[src/rtl/qc_link_master.sv]
`default_nettype none
// +------------------------------------------------------------------------+
// | Module      : qc_link_master                                           |
// | Description : Hardware host for the quantum-emulator load/readout      |
// |               handshake. Consumes a framed byte stream (header G,      |
// |               MAX state pairs, G gate blocks of MAX*MAX pairs), drives  |
// |               it onto load_temp/load_ready/new_gate with the two-phase |
// |               level handshake, then runs the readout phase on          |
// |               send_temp and returns 2*MAX result bytes on tx.          |
// | Option      : QC_LINK_CHECKSUM_EN - append one XOR checksum byte       |
// |               after the readout bytes.                                 |
// | Ports       : clk, reset         - clock, sync active-high reset       |
// |               rx_data/valid/ready - inbound frame byte stream          |
// |               tx_data/valid/ready - outbound result byte stream        |
// |               load_temp, load_ready, new_gate - to partner FSM         |
// |               send_temp          - readout byte from partner FSM       |
// |               busy               - frame in progress                   |
// | Revision    : 1.0 - initial release                                    |
// +------------------------------------------------------------------------+
module qc_link_master #(
  parameter int N      = 2,
  parameter int HOLD   = 4,
  parameter int SETTLE = 8
) (
  input  logic       clk,
  input  logic       reset,
  input  logic [7:0] rx_data,
  input  logic       rx_valid,
  output logic       rx_ready,
  output logic [7:0] tx_data,
  output logic       tx_valid,
  input  logic       tx_ready,
  output logic [7:0] load_temp,
  output logic       load_ready,
  output logic [7:0] new_gate,
  input  logic [7:0] send_temp,
  output logic       busy
);

  localparam int MAX = 2**N;
  localparam int PW  = 2*N;
  localparam int CW  = 16;

  localparam logic [PW-1:0] c_pair_state_last = PW'(MAX-1);
  localparam logic [PW-1:0] c_pair_gate_last  = PW'(MAX*MAX-1);
  localparam logic [PW-1:0] c_pair_one        = PW'(1);
  localparam logic [CW-1:0] c_hold_last       = CW'(HOLD-1);
  localparam logic [CW-1:0] c_settle_last     = CW'(SETTLE-1);
  localparam logic [CW-1:0] c_cnt_one         = CW'(1);

  typedef enum logic [3:0] {
    S_IDLE    = 4'd0,
    S_LD_RE   = 4'd1,
    S_HOLD_HI = 4'd2,
    S_LD_IM   = 4'd3,
    S_HOLD_LO = 4'd4,
    S_SETTLE  = 4'd5,
    S_RD_HI   = 4'd6,
    S_EMIT_RE = 4'd7,
    S_RD_LO   = 4'd8,
    S_EMIT_IM = 4'd9,
    S_CKSUM   = 4'd10
  } state_t;

  state_t          state_q, state_d;
  logic [7:0]      load_temp_q, load_temp_d;
  logic            load_ready_q, load_ready_d;
  logic            new_gate_q, new_gate_d;
  logic [PW-1:0]   pair_q, pair_d;
  logic [7:0]      gates_left_q, gates_left_d;
  logic            phase_q, phase_d;          // 0: state vector, 1: gate blocks
  logic [CW-1:0]   cnt_q, cnt_d;              // shared HOLD / SETTLE counter
  logic [7:0]      tx_data_q, tx_data_d;
  logic            tx_valid_q, tx_valid_d;
  logic            busy_q, busy_d;
`ifdef QC_LINK_CHECKSUM_EN
  logic [7:0]      cksum_q, cksum_d;
`endif

  always_comb begin
    state_d      = state_q;
    load_temp_d  = load_temp_q;
    load_ready_d = load_ready_q;
    new_gate_d   = new_gate_q;
    pair_d       = pair_q;
    gates_left_d = gates_left_q;
    phase_d      = phase_q;
    cnt_d        = cnt_q;
    tx_data_d    = tx_data_q;
    tx_valid_d   = tx_valid_q;
    busy_d       = busy_q;
`ifdef QC_LINK_CHECKSUM_EN
    cksum_d      = cksum_q;
`endif

    case (state_q)
      S_IDLE: begin
        new_gate_d = 1'b0;
        if (rx_valid) begin
          // A header of zero still carries one gate block.
          gates_left_d = (rx_data == 8'd0) ? 8'd1 : rx_data;
          pair_d       = '0;
          phase_d      = 1'b0;
          cnt_d        = '0;
          busy_d       = 1'b1;
`ifdef QC_LINK_CHECKSUM_EN
          cksum_d      = 8'd0;
`endif
          state_d      = S_LD_RE;
        end
      end

      S_LD_RE: begin
        if (rx_valid) begin
          load_temp_d  = rx_data;
          load_ready_d = 1'b1;
          // The continuation flag changes only with the first real byte of
          // a gate so the partner sees it stable for the whole block.
          if (phase_q && (pair_q == '0)) begin
            new_gate_d = (gates_left_q > 8'd1);
          end
          cnt_d   = '0;
          state_d = S_HOLD_HI;
        end
      end

      S_HOLD_HI: begin
        if (cnt_q == c_hold_last) begin
          cnt_d   = '0;
          state_d = S_LD_IM;
        end else begin
          cnt_d = cnt_q + c_cnt_one;
        end
      end

      S_LD_IM: begin
        if (rx_valid) begin
          load_temp_d  = rx_data;
          load_ready_d = 1'b0;
          cnt_d        = '0;
          state_d      = S_HOLD_LO;
        end
      end

      S_HOLD_LO: begin
        if (cnt_q == c_hold_last) begin
          cnt_d   = '0;
          state_d = S_LD_RE;
          if (!phase_q) begin
            if (pair_q == c_pair_state_last) begin
              phase_d = 1'b1;
              pair_d  = '0;
            end else begin
              pair_d = pair_q + c_pair_one;
            end
          end else if (pair_q == c_pair_gate_last) begin
            pair_d       = '0;
            gates_left_d = gates_left_q - 8'd1;
            if (gates_left_q == 8'd1) begin
              state_d = S_SETTLE;
            end
          end else begin
            pair_d = pair_q + c_pair_one;
          end
        end else begin
          cnt_d = cnt_q + c_cnt_one;
        end
      end

      S_SETTLE: begin
        if (cnt_q == c_settle_last) begin
          cnt_d        = '0;
          pair_d       = '0;
          load_ready_d = 1'b1;   // first readout edge: read real
          state_d      = S_RD_HI;
        end else begin
          cnt_d = cnt_q + c_cnt_one;
        end
      end

      S_RD_HI: begin
        if (cnt_q == c_hold_last) begin
          cnt_d      = '0;
          tx_data_d  = send_temp;
          tx_valid_d = 1'b1;
`ifdef QC_LINK_CHECKSUM_EN
          cksum_d    = cksum_q ^ send_temp;
`endif
          state_d    = S_EMIT_RE;
        end else begin
          cnt_d = cnt_q + c_cnt_one;
        end
      end

      S_EMIT_RE: begin
        // load_ready stays high until the sink takes the byte.
        if (tx_ready) begin
          tx_valid_d   = 1'b0;
          load_ready_d = 1'b0;
          state_d      = S_RD_LO;
        end
      end

      S_RD_LO: begin
        if (cnt_q == c_hold_last) begin
          cnt_d      = '0;
          tx_data_d  = send_temp;
          tx_valid_d = 1'b1;
`ifdef QC_LINK_CHECKSUM_EN
          cksum_d    = cksum_q ^ send_temp;
`endif
          state_d    = S_EMIT_IM;
        end else begin
          cnt_d = cnt_q + c_cnt_one;
        end
      end

      S_EMIT_IM: begin
        if (tx_ready) begin
          tx_valid_d = 1'b0;
          if (pair_q == c_pair_state_last) begin
`ifdef QC_LINK_CHECKSUM_EN
            tx_data_d  = cksum_q;
            tx_valid_d = 1'b1;
            state_d    = S_CKSUM;
`else
            busy_d     = 1'b0;
            state_d    = S_IDLE;
`endif
          end else begin
            pair_d       = pair_q + c_pair_one;
            load_ready_d = 1'b1;
            state_d      = S_RD_HI;
          end
        end
      end

`ifdef QC_LINK_CHECKSUM_EN
      S_CKSUM: begin
        if (tx_ready) begin
          tx_valid_d = 1'b0;
          busy_d     = 1'b0;
          state_d    = S_IDLE;
        end
      end
`endif

      default: begin
        state_d = S_IDLE;
      end
    endcase
  end

  always_ff @(posedge clk) begin
    if (reset) begin
      state_q      <= S_IDLE;
      load_temp_q  <= 8'd0;
      load_ready_q <= 1'b0;
      new_gate_q   <= 1'b0;
      pair_q       <= '0;
      gates_left_q <= 8'd0;
      phase_q      <= 1'b0;
      cnt_q        <= '0;
      tx_data_q    <= 8'd0;
      tx_valid_q   <= 1'b0;
      busy_q       <= 1'b0;
`ifdef QC_LINK_CHECKSUM_EN
      cksum_q      <= 8'd0;
`endif
    end else begin
      state_q      <= state_d;
      load_temp_q  <= load_temp_d;
      load_ready_q <= load_ready_d;
      new_gate_q   <= new_gate_d;
      pair_q       <= pair_d;
      gates_left_q <= gates_left_d;
      phase_q      <= phase_d;
      cnt_q        <= cnt_d;
      tx_data_q    <= tx_data_d;
      tx_valid_q   <= tx_valid_d;
      busy_q       <= busy_d;
`ifdef QC_LINK_CHECKSUM_EN
      cksum_q      <= cksum_d;
`endif
    end
  end

  // Gated by reset so the stream is held off during the reset cycle itself.
  assign rx_ready   = ~reset & ((state_q == S_IDLE) || (state_q == S_LD_RE) ||
                                (state_q == S_LD_IM));
  assign tx_data    = tx_data_q;
  assign tx_valid   = tx_valid_q;
  assign load_temp  = load_temp_q;
  assign load_ready = load_ready_q;
  assign new_gate   = {7'd0, new_gate_q};
  assign busy       = busy_q;

endmodule
`default_nettype wire

[config.mk]
export PLATFORM = sky130hd
export DESIGN_NAME = qc_link_master
export DESIGN_NICKNAME = d
export VERILOG_FILES = /design/src/rtl/qc_link_master.sv
export SDC_FILE = /design/constraint.sdc
export NUM_CORES = 1
export LEC_CHECK = 0
export CAP_MARGIN = 20
export CORE_MARGIN = 2
export CORE_UTILIZATION = 45
export DETAILED_ROUTE_END_ITERATION = 8
export GPL_TIMING_DRIVEN = 0
export PLACE_DENSITY = 0.68
export SYNTH_ARGS = -nofsm -noshare
export SYNTH_HDL_FRONTEND = slang
export SYNTH_SLANG_ARGS = --single-unit
export TNS_END_PERCENT = 20
[constraint.sdc]
create_clock -name clk -period 4.16 [get_ports clk]
set_clock_uncertainty 0.05 [all_clocks]
set_input_delay 0.624 -clock clk [delete_from_list [all_inputs] [get_ports clk]]
set_output_delay 0.624 -clock clk [all_outputs]
set_load 0.005 [all_outputs]
==> results.toml, run 1 <==
[outcome]
status = "complete, no violations"

[cells_and_area]
layout.nets = 439
antennaDiodeCount = 0
design_area_um2 = 3540
drive_above_1_share = 0.0602
synthToLayoutAreaGrowth_pct = 21.4

[worst_hold_path]
min_path_type = "flip-flop to flip-flop"
min_from = "gates_left_q[1]"

[flow_run]
drv_cap = 0

[route]
firstDrtPassIters = 4
routed_wl_mm = 7.10
drc_errors = 0
vias_per_cell = 5.64
drtAntennaViolNets = 0
via_count = 2775
post_drt_wl_per_cell_um = 14.4
drtIter0Drc = 248

[floorplanning]
die_w_um = 84.5
coreArea_um2 = 6310
io-pin-count = 48
start_util = 0.462
die_h_um = 84.5
die_area_um2 = 7150
rows = 29

[critical_path]
crit_fanout = 10
crit_slowest_cell = "clkdlybuf4s50_1"
crit_start = "state_q[3]"
crit_path_max_incr_delay_ps = 470
cp_top_family = "buffers and inverters"
crit_chain = "clkbuf_1 -> clkbuf_1 -> clkbuf_1 -> nor4_1 -> clkdlybuf4s50_1"
reg2reg_from = "state_q[3]"
setup.worst_path.start_class = "flip-flop"
cp_data_arrival_time_ps = 2230
worst-setup-path-type = "flip-flop to output port"
critPathBufInv = 4
path_common_cell = "clkbuf_1"
end_kind = "output port"
required_ps = 3490

[timing]
finalWorstSetupSlack_ps = 1250
setup_violations = 0
whs_ps = 440
period_minus_slack_ps = 2910
hold_viol = 0
final_max_slew_viol_count = 0
tns_ps = 0
fin_crit_sh = 0.698
slew_headroom = 0.543
fmax_mhz = 344
rsz0062_at_grt = "false"
worstMarginPinSlew_ps = 684

[logic_synthesis]
postSynth.asyncResetShare = 0
synth_top_area_frac = 0.363
synth-seq-area-share = 0.363
synth_cell_types = 59
synthFlopType = "dfxtp_1"
synthCells = 362
synth_top_cell_by_area = "dfxtp_1"
syn_area_um2 = 2920
ys_top_cells_by_area = "dfxtp_1 (36%), nor2_1 (7.5%), mux2i_1 (6.2%)"
ys_warn_count = 0
syn_avg_cell_area_um2 = 8.06
synth_edf_count = 0
synth-seq-cells = 53

[power]
p_total_mw = 1.20
leakagePower_nw = 1.25
peakVddDrop_v = 0.000198
p_per_area_nw_per_um2 = 339

[placed_design]
port_buffers = 39
place_area_um2 = 3430
place_congestion = 0.895
detailed_place_hpwl_mm = 5.19
pre_cts_ws_ps = 1150

[cts]
postCtsSetupBuffers = 0
post_cts_resized = 0
htreeDepth = 2
cts_inserted_buffers = 5
hold_buffers = 0
clock_latency_ps = 300
clkTransAtPathRegs_ps = 100
clk_root_buffer_cell = "clkbuf_8"
ctsLongestPathBuffers = 2
cts_sinks = 53
cts_tree = "yes"

[global_route]
overflow = 0
grt_pass1_wl_mm = 12.0
grt_max_degree = 18
antenna_found_initial = 0
grt_pass1_vias = 2484
grt.total_usage = 0.201
[synthesized netlist by cell type (5+ instances only)]
library cell	instances
nand4_1	9
or3_1	6
nor2b_1	7
a21oi_1	31
nand2_1	17
buf_4	8
clkbuf_1	18
inv_1	8
dfxtp_1	53
o21ai_0	15
xor2_1	8
nor4_1	6
nor3_1	9
mux2i_1	18
nor2_1	58
ha_1	5
nand3_1	11
[cells by family after synthesis]
group | after synthesis | share of synthesized area
AO/OA/AOI/OAI | 83 | 0.179
adder cells (fa/ha/maj) | 5 | 0.0214
AND/OR/NAND/NOR | 155 | 0.283
multiplexers | 18 | 0.0617
buffers and inverters | 36 | 0.0570
other | 1 | 0.00128
XOR/XNOR | 11 | 0.0330
flip-flops | 53 | 0.363
[final cells by class]
| cell class | instances | area (um^2) |
|---|---|---|
| plain buffers | 28 | 136 |
| clock buffers | 5 | 68.8 |
| clock inverters | 3 | 46.3 |
| fillers | 628 | 2770 |
| inverters | 8 | 30.0 |
| multi-input cells | 279 | 1710 |
| flip-flops and latches | 53 | 1060 |
| well taps | 77 | 96.3 |
| repair buffers | 39 | 390 |
[stage by stage]
| stage | std cells | util |
|---|---|---|
| after global routing | 492 | 0.561 |
| after CTS | 492 | 0.561 |
| after detailed placement | 484 | 0.543 |
| after floorplan | 368 | - |
| after global placement | 484 | 0.543 |
| final | 492 | 0.561 |
[routing by layer]
| layer | up-vias | track usage | wire length, um |
|---|---|---|---|
| met1 | 1284 | 0.281 | 3300 |
| met2 | 99 | 0.321 | 3240 |
| met5 | - | 0 | 0 |
| met3 | 2 | 0.0511 | 537 |
| met4 | 0 | 0.0303 | 21 |
| li1 | 1390 | - | - |
[layout by cell type (no fill, tap or decap), types with 7 or more instances in the layout]
cell type	instances
clkdlybuf4s50_1	39
dfxtp_1	53
nand4_1	9
o21ai_0	15
nor2b_1	7
nor3_1	9
a21oi_1	31
nor2_1	58
conb_1	7
buf_4	8
clkbuf_1	18
mux2i_1	18
nand2_1	17
inv_1	8
xor2_1	8
nand3_1	11
[state kept, by name, indices dropped and copies added (netlist names), 4 cells and up]
| register | count |
|---|---|
| pair_q | 4 |
| gates_left_q | 8 |
| load_temp | 8 |
| cnt_q | 16 |
| tx_data | 8 |
| state_q | 4 |
[path summary, 6_finish.rpt]
| kind | slack, ps | cells after the start | to |
|---|---|---|---|
| max | 1250 | 5 | rx_ready |
| min | 440 | 2 | gates_left_q[1] |
| max reg2reg | 1550 | 8 | cnt_q[12] |
| min reg2reg | 440 | 2 | gates_left_q[1] |
[where the power goes]
group          total, mW  internal [mW]  switching [mW]
logic              0.289          0.124           0.165
registers          0.552          0.531          0.0211
clock network      0.359          0.180           0.178
[tightest hold or removal path: stages (launching register included)]
cell and delay, ps:
dfxtp_1 340, nand2_1 60, a21oi_1 50
No activity file was read; power rests on OpenSTA's default activity.
==> run 2, diff against run 1 <==
--- a/config.mk
+++ b/config.mk
@@ -10,7 +10,7 @@
 export CORE_UTILIZATION = 45
 export DETAILED_ROUTE_END_ITERATION = 8
 export GPL_TIMING_DRIVEN = 0
-export PLACE_DENSITY = 0.68
+export PLACE_DENSITY = 0.71
 export SYNTH_ARGS = -nofsm -noshare
 export SYNTH_HDL_FRONTEND = slang
 export SYNTH_SLANG_ARGS = --single-unit
==> constraint.sdc (replaced) <==
create_clock -name clk -period 2.4 [get_ports clk]
set_clock_uncertainty 0.05 [all_clocks]
set_input_delay 0.36 -clock clk [delete_from_list [all_inputs] [get_ports clk]]
set_output_delay 0.36 -clock clk [all_outputs]
set_load 0.005 [all_outputs]
==> run 2 against run 1 <==
  * Final cell count is the same
  * Clock power up 81%
  * Critical path depth increased by 2
  * Combinational power increased by 75%
  * Count of clock-buffer cells in the layout increased by 1
  * Sequential share of layout area decreased by 0.43 points
  * Sequential power increased by 74%
  * Total power up 76%
  * Register-to-register slack worse by 1500 ps
  * Largest power group unchanged
  * Highest routed layer unchanged
==> results.toml, run 2 (synthesized netlist as in run 1, its figures left out) <==
[outcome]
status = "complete, no violations"

[worst_hold_path]
min_path_type = "flip-flop to flip-flop"

[critical_path]
crit_fanout = 8
required_ps = 2590
cp_data_arrival_time_ps = 2550
setup.worst_path.start_class = "flip-flop"
rrSetupSlack_ps = 50
worst-setup-path-type = "flip-flop to flip-flop"
end_kind = "flip-flop"

[floorplanning]
rows = 29
die_w_um = 84.5
die_area_um2 = 7150
io-pin-count = 48
start_util = 0.462
die_h_um = 84.5
coreArea_um2 = 6310

[timing]
slew_headroom = 0.604
hold_viol = 0
setup_violations = 0
rsz0062_at_grt = "true"
fmax_mhz = 425
whs_ps = 433
worstMarginPinSlew_ps = 594
fin_crit_sh = 0.981
period_minus_slack_ps = 2350
final_max_slew_viol_count = 0

[cells_and_area]
drive_above_1_share = 0.111
regArea_um2 = 1070
synthToLayoutAreaGrowth_pct = 24.2
multiInputGateArea_um2 = 1760
final_util = 0.574
top_register = "cnt_q"
largest_register_ffs = 16
antennaDiodeCount = 0
layout.nets = 439
final_cell_mix = "nor2_1 (57), dfxtp_1 (48), clkdlybuf4s50_1 (38), a21oi_1 (31), mux2i_1 (18)"
final_common_cell = "nor2_1"
fillers = 597

[cts]
cts_tree = "yes"
cts_sinks = 53
htreeDepth = 2
hold_buffers = 0
cts_inserted_buffers = 5
ctsLongestPathBuffers = 2
clkTransAtPathRegs_ps = 100
clock_latency_ps = 310
clk_root_buffer_cell = "clkbuf_8"

[global_route]
grt.total_usage = 0.204
antenna_found_initial = 0
grt_pass1_wl_mm = 12.1
grt_max_degree = 17
grt_pass1_vias = 2526
overflow = 0

[power]
peakVddDrop_v = 0.000406
pwr-share-seq = 0.454
combPwrFrac = 0.239
leakagePower_nw = 1.29
switching_share = 0.299
p_sw_uw = 632
internal_power_mw = 1.48
p_total_mw = 2.11
clockPowerShare = 0.307
p_per_area_nw_per_um2 = 583

[placed_design]
port_buffers = 39
place_congestion = 0.893
detailed_place_hpwl_mm = 5.18

[route]
post_drt_wl_per_cell_um = 14.6
drc_errors = 0
drtIter0Drc = 195
routed_wl_mm = 7.18
drtAntennaViolNets = 0
firstDrtPassIters = 4
vias_per_cell = 5.63
via_count = 2768

[flow_run]
drv_cap = 0
run 2: power by group through the flow:
stage                     Sequential [mW]  Combinational [mW]  Clock [mW]
after floorplan                     0.970               0.334           0
after global placement              0.976               0.489           0
after detailed placement            0.978               0.493           0
after CTS                           0.958               0.497       0.657
after global routing                0.967               0.560       0.687
final                               0.960               0.505       0.648
run 2: repair_timing:
action,in CTS,in global routing
setup endpoints to repair,22,31
buffers inserted,2,0
resized for setup,17,14
pin swaps,4,3
run 2: final timing paths:
check,start,end,cells after the start
max reg2reg,cnt_q[1],pair_q[3],7
min reg2reg,load_ready,load_ready,2
max,cnt_q[1],pair_q[3],7
min,load_ready,load_ready,2
run 2: metrics by stage:
stage	setup TNS (ps)	setup slack, ps	instance area, um^2	instances
3_3_place_gp	-3130	-350	3430	484
3_5_place_dp	-3460	-395	3430	484
6_report	0	45.5	3620	492
5_1_grt	-53.6	-39.9	3620	492
2_1_floorplan	0	106	2940	368
4_1_cts	0	14.5	3600	493
run 2: layer usage:
layer,global-route usage,wire [um]
met1,0.293,3400
met2,0.313,3160
met3,0.0442,566
met4,0.0548,63
met5,0,0
run 2: critical path, cell delays in order, from the launching register on:
cell and delay [ps]:
dfxtp_1 420, ha_4 190, nor4b_2 200, and4_4 280, o21ai_1 80, or3_4 410
or4_1 510, a21oi_1 140
run 2: layout make-up:
type                    count  area share
flip-flops and latches     53       0.295
inverters                   8     0.00828
multi-input cells         279       0.487
plain buffers              26      0.0387
clock buffers               6      0.0228
well taps                  77      0.0266
repair buffers             41       0.111
clock inverters             2      0.0104
==> run 3, diff against run 2 <==
--- a/config.mk
+++ b/config.mk
@@ -11,6 +11,7 @@
 export DETAILED_ROUTE_END_ITERATION = 8
 export GPL_TIMING_DRIVEN = 0
 export PLACE_DENSITY = 0.71
+export SKIP_CTS_REPAIR_TIMING = 1
 export SYNTH_ARGS = -nofsm -noshare
 export SYNTH_HDL_FRONTEND = slang
 export SYNTH_SLANG_ARGS = --single-unit
==> run 3 against run 2 <==
  * Via count decreased by 0.14%
  * Sequential power is essentially flat
  * Worst setup slack improved by 28 ps
  * Non-clock buffer count did not move
  * Final cell count unchanged
  * Global-route usage shrank 0.10 points
  * Utilization up 0.24 points
  * Design area grew 0.41%
  * Flip-flop and latch count unchanged
  * Critical endpoint unchanged
  * Largest power group unchanged
  * Highest routed layer unchanged
==> results.toml, run 3 (synthesized netlist as in run 1, its figures left out) <==
[power]
p_total_mw = 2.13
p_per_area_nw_per_um2 = 584
pwr-share-seq = 0.451
leakagePower_nw = 1.30
clockPowerShare = 0.303
switching_share = 0.299
p_sw_uw = 635
internal_power_mw = 1.49
peakVddDrop_v = 0.000403
combPwrFrac = 0.246

[timing]
setup_violations = 0
worstMarginPinSlew_ps = 590
slew_headroom = 0.607
rsz0062_at_grt = "true"
fin_crit_sh = 0.969
tns_ps = 0
fmax_mhz = 430
period_minus_slack_ps = 2330
final_max_slew_viol_count = 0
hold_viol = 0

[cells_and_area]
fillers = 591
synthToLayoutAreaGrowth_pct = 24.7
stdcell_count = 492
final_cell_mix = "nor2_1 (58), dfxtp_1 (45), clkdlybuf4s50_1 (39), a21oi_1 (30), mux2i_1 (18)"
multiInputGateArea_um2 = 1780
antennaDiodeCount = 0
top_register = "cnt_q"
layout.nets = 439
final_util = 0.576
largest_register_ffs = 16
final_common_cell = "nor2_1"
regArea_um2 = 1070
drive_above_1_share = 0.120

[worst_hold_path]
min_from = "load_ready"
min_path_type = "flip-flop to flip-flop"
min_to = "load_ready"
min_path_cells = 2

[floorplanning]
start_util = 0.462
io-pin-count = 48
die_area_um2 = 7150
die_h_um = 84.5
coreArea_um2 = 6310
rows = 29
die_w_um = 84.5

[cts]
cts_inserted_buffers = 5
htreeDepth = 2
cts_sinks = 53
clkTransAtPathRegs_ps = 100
cts_tree = "yes"
clk_root_buffer_cell = "clkbuf_8"
ctsLongestPathBuffers = 2
clock_latency_ps = 310

[placed_design]
detailed_place_hpwl_mm = 5.18
place_congestion = 0.893
port_buffers = 39
dp_cells = 484

[global_route]
antenna_found_initial = 0
grt_pass1_wl_mm = 12.0
grt_pass1_vias = 2509
grt.total_usage = 0.203
grt_max_degree = 17
overflow = 0

[critical_path]
r2r_cells = 6
rrSetupSlack_ps = 70
required_ps = 2590
crit_chain = "nor4_4 -> nand4_1 -> o2111a_1 -> or3_4 -> or4_1 -> a21oi_1"
crit_fanout = 6
end_kind = "flip-flop"
cp_top_family = "simple AND/OR/NAND/NOR gates"
rr_endpoint = "pair_q[3]"
setup.worst_path.start_class = "flip-flop"
critPathBufInv = 0
reg2reg_from = "cnt_q[11]"
crit_path_max_incr_delay_ps = 510
crit_slowest_cell = "or4_1"
cp_data_arrival_time_ps = 2520
worst-setup-path-type = "flip-flop to flip-flop"

[route]
routed_wl_mm = 7.19
drtAntennaViolNets = 0
vias_per_cell = 5.62
post_drt_wl_per_cell_um = 14.6
drc_errors = 0
via_count = 2764
firstDrtPassIters = 5
drtIter0Drc = 175

[flow_run]
drv_cap = 0

[outcome]
status = "complete, no violations"
run 3: power groups by stage:
| stage | combinational (mW) | clock [mW] | sequential, mW |
|---|---|---|---|
| after detailed placement | 0.493 | 0 | 0.978 |
| final | 0.522 | 0.644 | 0.960 |
| after CTS | 0.496 | 0.657 | 0.958 |
| after global routing | 0.575 | 0.686 | 0.967 |
| after global placement | 0.489 | 0 | 0.976 |
| after floorplan | 0.334 | 0 | 0.970 |
run 3: cell type report:
class,instances,share of cell area
multi-input cells,279,0.488
flip-flops and latches,53,0.295
repair buffers,41,0.111
plain buffers,26,0.0375
well taps,77,0.0265
clock buffers,6,0.0227
clock inverters,2,0.0103
inverters,8,0.00825
run 3: worst reg2reg max path: cells and delay by family, from the launching register on:
family,cells,cell delay [ps]
AOI/OAI and AO/OA,2,450
and+or+nand+nor,4,1380
DFF,1,370
run 3: worst max-delay path by stage:
stage                     from  cells past startpoint   endpoint  slack [ps]
floorplan             cnt_q[0]                      8  pair_q[3]         110
global placement      tx_ready                      8  pair_q[3]        -350
detailed placement    tx_ready                      8  pair_q[3]        -390
CTS                 state_q[3]                      5   rx_ready        -250
global route         cnt_q[11]                      6  pair_q[3]          -9
finish               cnt_q[11]                      6  pair_q[3]          70
run 3: through the flow:
stage	hold WS, ps	cell area [um^2]	setup WS, ps
2_1_floorplan	403	2940	106
3_3_place_gp	420	3430	-350
3_5_place_dp	425	3430	-395
4_1_cts	440	3550	-250
5_1_grt	447	3640	-9.36
6_report	432	3640	73.7
run 3: routing by layer:
metal	GRT usage	routed length (um)	up-vias
met5	0	0	-
met4	0.0563	65	0
met3	0.0442	616	6
met2	0.311	3090	100
met1	0.290	3420	1261
li1	-	-	1397
